<file path="config.mk">
export PLATFORM = sky130hd
export DESIGN_NAME = aes_ro_sequencer
export DESIGN_NICKNAME = d
export VERILOG_FILES = /design/src/rtl/aes_ro_sequencer.sv
export SDC_FILE = /design/constraint.sdc
export NUM_CORES = 1
export LEC_CHECK = 0
export CORE_MARGIN = 2
export CORE_UTILIZATION = 55
export DETAILED_ROUTE_END_ITERATION = 10
export PLACE_DENSITY_LB_ADDON = 0.3
export REMOVE_ABC_BUFFERS = 1
export SLEW_MARGIN = 25
export SYNTH_ARGS = -nofsm -noshare
export SYNTH_HDL_FRONTEND = slang
export SYNTH_SLANG_ARGS = --single-unit
</file>
<file path="constraint.sdc">
create_clock -name clk -period 3.4 [get_ports clk]
set_input_delay 1.02 -clock clk [delete_from_list [all_inputs] [get_ports clk]]
set_output_delay 1.02 -clock clk [all_outputs]
set_load 0.005 [all_outputs]
</file>
<file path="src/rtl/aes_ro_sequencer.sv">
// aes_ro_sequencer: sequences ring-oscillator enables, AES loads and a scope trigger for one capture campaign.
module aes_ro_sequencer #(
    parameter int NUM_RO = 8,
    parameter int DLY_W  = 16,
    parameter int REP_W  = 8
) (
    input  logic              clk,
    input  logic              rst_n,
    input  logic              start_i,
    input  logic [DLY_W-1:0]  pre_dly_i,
    input  logic [DLY_W-1:0]  post_dly_i,
    input  logic [REP_W-1:0]  rep_i,
    input  logic [NUM_RO-1:0] ro_mask_i,
    input  logic              aes_busy_i,
    output logic              aes_load_o,
    output logic [NUM_RO-1:0] ro_en_o,
    output logic              trig_o,
    output logic              ready_o,
    output logic              done_o,
    output logic              err_o,
    output logic [REP_W-1:0]  enc_cnt_o
);
    typedef enum logic [2:0] {IDLE, PRE, LOAD, WAITB, RUN, POST, FIN} state_t;
    state_t state, state_nx;
    logic [DLY_W-1:0] cnt, post_q;
    logic [REP_W-1:0] rep_q, enc_q;
    logic [NUM_RO-1:0] mask_q;
    logic [1:0] wcnt;
    logic err_q, last_dly, timeout;
    logic [REP_W:0] enc_inc;
    assign enc_inc = {1'b0, enc_q} + (REP_W+1)'(1);
    // a loaded count of 0 or 1 both mean this is the final delay cycle
    assign last_dly = cnt <= DLY_W'(1);
    assign timeout = !aes_busy_i && wcnt == 2'd3;
    always_ff @(posedge clk) begin
        if (!rst_n) state <= IDLE;
        else state <= state_nx;
    end
    always_comb begin
        state_nx = state;
        case (state)
            IDLE:    state_nx = start_i ? PRE : IDLE;
            PRE:     state_nx = last_dly ? LOAD : PRE;
            LOAD:    state_nx = WAITB;
            WAITB:   state_nx = aes_busy_i ? RUN : timeout ? FIN : WAITB;
            RUN:     state_nx = aes_busy_i ? RUN : enc_inc < {1'b0, rep_q} ? LOAD : POST;
            POST:    state_nx = last_dly ? FIN : POST;
            FIN:     state_nx = IDLE;
            default: state_nx = IDLE;
        endcase
    end
    assign ready_o    = state == IDLE;
    assign aes_load_o = state == LOAD;
    assign trig_o     = state inside {LOAD, WAITB, RUN};
    assign done_o     = state == FIN;
    assign ro_en_o    = (state inside {PRE, LOAD, WAITB, RUN, POST}) ? mask_q : '0;
    assign err_o      = err_q;
    assign enc_cnt_o  = enc_q;
    always_ff @(posedge clk) begin
        if (!rst_n) begin
            cnt    <= '0;
            post_q <= '0;
            rep_q  <= '0;
            enc_q  <= '0;
            mask_q <= '0;
            wcnt   <= '0;
            err_q  <= 1'b0;
        end else begin
            case (state)
                IDLE: if (start_i) begin
                    cnt    <= pre_dly_i;
                    post_q <= post_dly_i;
                    rep_q  <= (rep_i == '0) ? REP_W'(1) : rep_i;
                    mask_q <= ro_mask_i;
                    enc_q  <= '0;
                    err_q  <= 1'b0;
                end
                PRE, POST: if (!last_dly) cnt <= cnt - DLY_W'(1);
                LOAD: wcnt <= '0;
                WAITB: begin
                    wcnt <= wcnt + 2'd1;
                    if (timeout) err_q <= 1'b1;
                end
                RUN: if (!aes_busy_i) begin
                    enc_q <= enc_inc[REP_W] ? enc_q : enc_inc[REP_W-1:0];
                    cnt   <= post_q;
                end
                default: ;
            endcase
        end
    end
endmodule

</file>
==> results of run 1 <==
flip-flops by register name, indices dropped and copies added (netlist names):
| register | cells |
|---|---|
| cnt | 16 |
| enc_cnt_o | 8 |
| err_o | 1 |
| mask_q | 8 |
| post_q | 16 |
| rep_q | 8 |
| state | 3 |
| wcnt | 2 |
cell usage after synthesis, types with 7 or more instances:
| cell type | instances | area share, % |
|---|---|---|
| dfxtp_1 | 62 | 36 |
| nand2_1 | 91 | 10 |
| nor2b_1 | 12 | 2.2 |
| clkbuf_1 | 24 | 2.6 |
| nand3_1 | 12 | 1.8 |
| a31oi_1 | 7 | 1.3 |
| o21ai_0 | 22 | 3.2 |
| nor3_1 | 10 | 1.5 |
| inv_1 | 13 | 1.4 |
| ha_1 | 11 | 4.0 |
| and2_1 | 9 | 1.6 |
| a21oi_1 | 69 | 10 |
| nor2_1 | 26 | 2.9 |
critical path: cells and delay by family, from the launching register on:
kind | cells | cell delay, ns
AO/OA/AOI/OAI | 1 | 0.26
flip-flops | 1 | 0.31
buffers and inverters | 1 | 0.46
AND/OR/NAND/NOR | 2 | 0.77
where the power goes:
part	internal (mW)	switching, mW
sequential	0.786	0.0472
combinational	0.212	0.283
clock	0.344	0.325
kinds of logic after synthesis:
| kind of cell | share of synthesized area (%) |
|---|---|
| AND/OR/NAND/NOR | 26.9 |
| AO/OA/AOI/OAI | 25.6 |
| flip-flops | 36.3 |
| buffers and inverters | 5.41 |
| adder cells (fa/ha/maj) | 4.02 |
| XOR/XNOR | 1.54 |
| multiplexers | 0.292 |
per-layer routing:
metal / vias up / routed length (µm)
li1: 1760 / -
met5: - / 0
met3: 24 / 551
met2: 135 / 4550
met4: 0 / 276
met1: 1696 / 4190
worst min-delay path by stage:
| stage | startpoint | depth (start not counted) | to | slack (ns) |
|---|---|---|---|---|
| 3_5_place_dp | rep_q[2]$_SDFFE_PN0P_ | 2 | rep_q[2]$_SDFFE_PN0P_ | 0.45 |
| 4_1_cts | rep_q[2]$_SDFFE_PN0P_ | 2 | rep_q[2]$_SDFFE_PN0P_ | 0.46 |
| 5_1_grt | rep_q[3]$_SDFFE_PN0P_ | 2 | rep_q[3]$_SDFFE_PN0P_ | 0.47 |
| 6_report | rep_q[3]$_SDFFE_PN0P_ | 2 | rep_q[3]$_SDFFE_PN0P_ | 0.46 |
| 2_1_floorplan | mask_q[0]$_SDFFE_PN0P_ | 2 | mask_q[0]$_SDFFE_PN0P_ | 0.43 |
| 3_3_place_gp | mask_q[5]$_SDFFE_PN0P_ | 2 | mask_q[5]$_SDFFE_PN0P_ | 0.44 |
cell type report:
cell class                      instances  share of cell area, %
Clock inverter                          6                   1.63
Sequential cell                        62                   28.4
Timing Repair Buffer                   81                   18.0
Multi-Input combinational cell        355                   45.7
Clock buffer                           10                   2.92
Tap cell                               75                   2.15
Inverter                               14                   1.20
through the flow:
stage          setup WS, ns  instance area, µm²  cells  power, mW  hold WS [ns]
4_1_cts               0.228                4370    603       1.99         0.457
5_1_grt               0.114                4370    603       2.09         0.469
2_1_floorplan         0.708                3290    431       1.14         0.432
3_5_place_dp          0.563                4170    587       1.33         0.447
6_report              0.229                4370    603       2.00         0.456
3_3_place_gp          0.596                4170    587       1.32         0.439
==> results.yml, run 1 <==
run_status:
  status: "finished clean"
layout:
  nFillCells: 498
  final_cell_mix: "nand2_1, clkdlybuf4s50_1, a21oi_1"
  layout_commonest_cell: "nand2_1"
  drive_above_1_share_pct: 6.63
  area_delta_synth_final_pct: 27.7
  regArea_um2: 1240
  final_nets: 586
  multiInputGateArea_um2: 2000
  diodes: 0
  fin_util_pct: 73.4
hold_path:
  hold_path.class: "register to register"
cts:
  clk_pin_slew_ns: 0.07
  postCtsSetupRepairBufs: 0
  clock_sinks: 62
  clkLatencyLatePin_ns: 0.35
  cts.repair.resized: 0
  cts_made_buffers: 9
  cts_tree: "yes"
  cts_root_buffer: "clkbuf_8"
  hold_buffers: 0
  htreeDepth: 3
  cts_buffer_depth: 2
timing:
  rsz0062_at_grt: "no"
  hold_violations: 0
  drv_slew: 0
  fin_skew_ns: 0.00872
  min_period_ns: 3.17
  slew_headroom_pct: 33.8
  setup_viol: 0
  setup_tns_ns: 0
  worstMarginPinSlew_ns: 0.991
  fin_crit_sh_pct: 93.3
  fmax_ghz: 0.315
synthesis:
  synth_ff_type: "dfxtp_1"
  ys_seq_area_share_pct: 36.3
  syn_area_per_cell_um2: 7.41
  synth-async-reset-ratio_pct: 0
  synth-edff-count: 0
  synthCells: 462
  yosysUniqueCellTypes: 57
  syn_area_um2: 3420
  synth_seq_cells: 62
  ys_warn_count: 0
setup_path:
  arrival_ns: 2.15
  r2r_cells: 7
  rr_startpoint: "cnt[0]$_SDFFE_PN0P_"
  crit_path_end: "ro_en_o[0]"
  critPathSlowestCell: "nor3_1"
  critPathLaunch: "state[2]$_SDFF_PN0_"
  worst-setup-path-type: "register to output port"
  crit_required_ns: 2.38
  path_max_fanout: 8
  r2r_end: "cnt[13]$_SDFFE_PN0P_"
  end_kind: "output port"
  max_stage_delay_ns: 0.53
  start_kind: "register"
  timing.reg2reg.setup_slack_ns: 0.84
  path_cells: "nor3_1, a21oi_1, and2_1, clkdlybuf4s50_1"
placement:
  routabilityCongestion: 0.909
  hpwlAfterDp_um: 6560
  port_buffers: 72
floorplan:
  die_y_um: 82.9
  io_pins: 73
  die_w_um: 82.9
  dieArea_um2: 6870
  core.rowCount: 28
  start_util_pct: 57.5
  core-area_um2: 5960
grt:
  grt_max_degree: 36
  grt_pass1_vias: 3492
  global_route.usage.met3_pct: 5.47
  use_met2_pct: 42.9
  use_met1_pct: 35.1
  grt_pass1_wl_um: 15600
  antenna_found_initial: 0
  busiest_layer: "met2"
  grt-ovfl-total: 0
  global_route.usage.total_pct: 27.4
routing:
  totalWireLength_um: 9570
  drtAntennaViolNets: 0
  drc: 0
  vias: 3615
  viasPerCell: 6.00
  wl_per_cell_um: 15.9
  drt_iter0_markers: 358
  first_pass_iters: 5
power:
  power_density_nw_per_um2: 457
  irDropWorstVdd_uv: 290
  power_leakage_nw: 1.59
job:
  maxCapViolCount: 0
Note: power is estimated with default switching activity, not from simulation.
==> run 2, diff against run 1 <==
--- a/config.mk
+++ b/config.mk
@@ -11,4 +11,5 @@
 export PLACE_DENSITY_LB_ADDON = 0.3
 export REMOVE_ABC_BUFFERS = 1
+export SETUP_SLACK_MARGIN = 0.05
 export SLEW_MARGIN = 25
 export SYNTH_ARGS = -nofsm -noshare
==> constraint.sdc (replaced) <==
create_clock -name clk -period 3.4 [get_ports clk]
set_input_delay 1.02 -clock clk [delete_from_list [all_inputs] [get_ports clk]]
set_output_delay 1.02 -clock clk [all_outputs]
set_load 0.01 [all_outputs]
==> run 2 against run 1 <==
Wire length up 0.33%. Combinational power increased by 1%. Die area did not move. Register-to-register slack got worse by 0.03 ns. Design area rose by 0.17%. Global-route usage rose by 0.86 points. Highest routed layer unchanged. Via count up 1.4%. Count of clock-buffer cells in the layout stayed put. Cell count stayed put. Sequential power barely moved.
==> results.yml, run 2 (same netlist as run 1, synthesis figures left out) <==
routing:
  wl_per_cell_um: 15.9
  viasPerCell: 6.08
  totalWireLength_um: 9600
  drtAntennaViolNets: 0
  drc: 0
  vias: 3666
  first_pass_iters: 6
  drt_iter0_markers: 310
placement:
  dpl.cell_count: 587
  dpl_cell_area_um2: 4170
  pre_cts_ws_ns: 0.541
  routabilityCongestion: 0.877
  port_buffers: 72
  hpwlAfterDp_um: 6730
cts:
  clkLatencyLatePin_ns: 0.35
  clock_sinks: 62
  cts_made_buffers: 9
  cts_buffer_depth: 2
  htreeDepth: 3
  hold_buffers: 0
  cts_root_buffer: "clkbuf_8"
  postCtsSetupRepairBufs: 0
  cts.repair.resized: 0
  cts_tree: "yes"
  clk_pin_slew_ns: 0.08
power:
  seq_power_share_pct: 41.3
  power_leakage_nw: 1.60
  power_density_nw_per_um2: 460
  power_frac_comb_pct: 24.9
  irDropWorstVdd_uv: 284
  switching_share_pct: 32.4
  p_int_mw: 1.36
  power_switching_mw: 0.653
  clkPwrFrac_pct: 33.8
setup_path:
  arrival_ns: 2.11
  critPathSlowestCell: "clkdlybuf4s50_1"
  max_stage_delay_ns: 0.54
  worst-setup-path-type: "register to output port"
  r2r_cells: 6
  end_kind: "output port"
  crit_required_ns: 2.38
  path_max_fanout: 28
  timing.reg2reg.setup_slack_ns: 0.81
  start_kind: "register"
  path_cells: "buf_4, a21oi_1, and2_1, clkdlybuf4s50_1"
  r2r_end: "cnt[13]$_SDFFE_PN0P_"
  rr_startpoint: "state[0]$_SDFF_PN0_"
timing:
  min_period_ns: 3.13
  fin_crit_sh_pct: 92.2
  slew_headroom_pct: 32.0
  fin_ws_ns: 0.267
  rsz0062_at_grt: "no"
  fin_skew_ns: 0.0122
  worstMarginPinSlew_ns: 1.02
  drv_slew: 0
  setup_viol: 0
  fmax_ghz: 0.319
  setup_tns_ns: 0
  hold_violations: 0
  whs_ns: 0.454
layout:
  layout.cells.non_filler: 603
  layout_commonest_cell: "nand2_1"
  final_nets: 586
  fin_area_um2: 4380
  diodes: 0
  final_cell_mix: "nand2_1, clkdlybuf4s50_1, a21oi_1"
  area_delta_synth_final_pct: 27.9
  drive_above_1_share_pct: 6.82
  reg_top3: "cnt: 16 flops, post_q: 16 flops"
grt:
  antenna_found_initial: 0
  grt_pass1_wl_um: 16300
  grt-ovfl-total: 0
  grt_pass1_vias: 3732
  global_route.usage.total_pct: 28.2
  grt_max_degree: 36
hold_path:
  holdPathStages: 2
  holdPathEnd: "mask_q[4]$_SDFFE_PN0P_"
  worstHoldStart: "mask_q[4]$_SDFFE_PN0P_"
  hold_path.class: "register to register"
floorplan:
  dieArea_um2: 6870
  io_pins: 73
  start_util_pct: 57.5
  core.rowCount: 28
  die_y_um: 82.9
  die_w_um: 82.9
  core-area_um2: 5960
job:
  maxCapViolCount: 0
run_status:
  status: "finished clean"
==> run 2: cell count changes in the layout (fill, tap and decap cells not counted) <==
| cell | previous run | this run |
|---|---|---|
| clkbuf_1 | 1 | 0 |
| clkbuf_8 | 9 | 10 |
| clkinv_2 | 0 | 1 |
| clkinv_4 | 2 | 1 |
| clkinvlp_4 | 2 | 1 |
| inv_6 | 1 | 2 |
==> run 2: routing by layer <==
layer | vias to the layer above | global-route usage [%] | share of wire, %
li1 | 1763 | - | -
met1 | 1719 | 34.2 | 41
met2 | 156 | 46.8 | 49
met3 | 28 | 6.66 | 7.3
met4 | 0 | 14.0 | 3.0
met5 | - | 0 | 0
==> run 2: worst max-delay path: cells and delay by family (launching register included) <==
family | cells | cell delay, ns
AND/OR/NAND/NOR | 1 | 0.21
buffers and inverters | 2 | 0.76
AO/OA/AOI/OAI | 1 | 0.49
flip-flops | 1 | 0.31
==> run 2: worst max path at each step <==
stage / start / end / slack, ns / cells past startpoint
floorplan: state[1]$_SDFF_PN0_ / enc_cnt_o[0]$_SDFFE_PN0P_ / 0.63 / 5
global placement: aes_busy_i / cnt[3]$_SDFFE_PN0P_ / 0.61 / 6
detailed placement: aes_busy_i / cnt[3]$_SDFFE_PN0P_ / 0.54 / 6
CTS: state[1]$_SDFF_PN0_ / ro_en_o[3] / 0.23 / 4
global route: state[1]$_SDFF_PN0_ / ro_en_o[3] / 0.15 / 4
finish: state[1]$_SDFF_PN0_ / ro_en_o[3] / 0.27 / 4
==> run 2: metrics by stage <==
stage,util (%),power (mW)
global route,73.5,2.11
floorplan,-,1.14
global placement,70.1,1.32
finish,73.5,2.02
CTS,73.5,2.01
detailed placement,70.1,1.34
==> run 2: power groups by stage <==
stage	Sequential, mW	Clock, mW	Combinational [mW]
after floorplan	0.844	0	0.299
after global placement	0.845	0	0.478
after detailed placement	0.847	0	0.493
after CTS	0.831	0.682	0.496
after global routing	0.839	0.718	0.554
final	0.832	0.682	0.502
==> run 2: layout make-up <==
class / instances / area [µm²]
fillers: 464 / 1580
flip-flops and latches: 62 / 1240
well taps: 75 / 93.8
inverters: 14 / 52.6
clock buffers: 10 / 138
clock inverters: 6 / 68.8
multi-input cells: 355 / 2000
repair buffers: 81 / 788
==> run 3, diff against run 2 <==
CORE_UTILIZATION = 54   (was 55)
==> run 3 against run 2 <==
Register-to-register slack worse by 0.11 ns. Cell count increased by 0.66%. Wire length rose by 2.3%. Core utilization shrank 2.4 points. Critical path depth stayed put. Via count shrank 2.1%. Highest routed layer unchanged.
==> results.yml, run 3 (same netlist as run 1, synthesis figures left out) <==
routing:
  viasPerCell: 5.91
  wl_per_cell_um: 16.2
  drc: 0
  vias: 3590
  drt_iter0_markers: 239
  first_pass_iters: 5
  totalWireLength_um: 9820
  drtAntennaViolNets: 0
job:
  maxCapViolCount: 0
power:
  power_leakage_nw: 1.63
  power_density_nw_per_um2: 487
  p_total_mw: 2.16
  irDropWorstVdd_uv: 386
layout:
  fin_util_pct: 71.2
  fin_area_um2: 4440
  area_delta_synth_final_pct: 29.7
  diodes: 0
  drive_above_1_share_pct: 7.36
  final_nets: 588
  reg_top3: "cnt: 16 flops, post_q: 16 flops"
  layout_commonest_cell: "nand2_1"
  final_cell_mix: "nand2_1, clkdlybuf4s50_1, a21oi_1"
timing:
  rsz0062_at_grt: "no"
  slew_headroom_pct: 43.3
  min_period_ns: 3.25
  fin_crit_sh_pct: 95.6
  fin_skew_ns: 0.0138
  drv_slew: 0
  setup_tns_ns: 0
  worstMarginPinSlew_ns: 0.851
  fin_ws_ns: 0.149
  setup_viol: 0
  fmax_ghz: 0.308
  hold_violations: 0
grt:
  grt-ovfl-total: 0
  antenna_found_initial: 0
  grt_max_degree: 36
  global_route.usage.total_pct: 28.3
  grt_pass1_vias: 3485
  grt_pass1_wl_um: 16100
cts:
  hold_buffers: 0
  clk_pin_slew_ns: 0.08
  clock_sinks: 62
  cts_root_buffer: "clkbuf_8"
  cts_buffer_depth: 2
  cts_made_buffers: 9
  cts_tree: "yes"
  clkLatencyLatePin_ns: 0.36
  htreeDepth: 3
hold_path:
  hold_path.class: "register to register"
floorplan:
  die_w_um: 83.6
  core.rowCount: 29
  dieArea_um2: 6990
  die_y_um: 83.6
  start_util_pct: 54.9
  io_pins: 73
  core-area_um2: 6240
placement:
  hpwlAfterDp_um: 6520
  pre_cts_ws_ns: 0.491
  routabilityCongestion: 0.903
  dpl_cell_area_um2: 4190
  port_buffers: 72
setup_path:
  worst-setup-path-type: "register to output port"
  end_kind: "output port"
  start_kind: "register"
  path_max_fanout: 21
  arrival_ns: 2.23
  crit_required_ns: 2.38
run_status:
  status: "finished clean"
run 3: cell types whose count changed in the layout (fill, tap and decap cells not counted):
cell	before	now
buf_4	9	11
bufinv_16	1	3
inv_6	2	0
a21oi_1	69	68
a21oi_2	1	2
clkbuf_8	10	9
clkinv_2	1	0
clkinv_4	1	2
clkinvlp_4	1	2
run 3: per-stage QoR:
stage / instances / hold slack [ns]
final: 607 / 0.455
after global routing: 607 / 0.478
after CTS: 607 / 0.458
after detailed placement: 591 / 0.448
after global placement: 591 / 0.440
after floorplan: 431 / 0.432
run 3: path summary, 6_finish.rpt:
check / from / to / slack (ns) / cells past startpoint
max: state[1]$_SDFF_PN0_ / trig_o / 0.15 / 4
min: mask_q[1]$_SDFFE_PN0P_ / mask_q[1]$_SDFFE_PN0P_ / 0.46 / 2
max reg2reg: state[0]$_SDFF_PN0_ / cnt[13]$_SDFFE_PN0P_ / 0.70 / 6
min reg2reg: mask_q[1]$_SDFFE_PN0P_ / mask_q[1]$_SDFFE_PN0P_ / 0.46 / 2
run 3: worst max-delay path, cell delays in order, from the launching register on:
cell and delay, ns:
dfxtp_1 0.42, buf_4 0.26, or3b_1 0.51, nand2_1 0.14, clkdlybuf4s50_1 0.54
run 3: metal layers:
layer | track usage [%] | part of all wire (%) | routed length, µm
met1 | 35.2 | 43 | 4200
met2 | 45.1 | 47 | 4620
met3 | 6.53 | 7.1 | 697
met4 | 15.5 | 3.2 | 310
met5 | 0 | 0 | 0
run 3: cell type report:
cell class	count	area, µm²
sequential	62	1240
inverter	14	52.6
timing repair buffer	83	803
fill	506	1800
multi-input combinational	355	2000
clock inverter	7	123
tap	77	96.3
clock buffer	9	124
run 3: timing repair:
item | 4_1_cts | 5_1_grt
setup buffers | 0 | 0
setup endpoints to repair | 0 | 8
resized for setup | 0 | 1
run 3: power breakdown:
part	leakage, nW	switching, mW	internal (mW)	total, mW
sequential	0.508	0.0536	0.786	0.839
clock	0.116	0.333	0.489	0.822
combinational	1.00	0.288	0.215	0.503
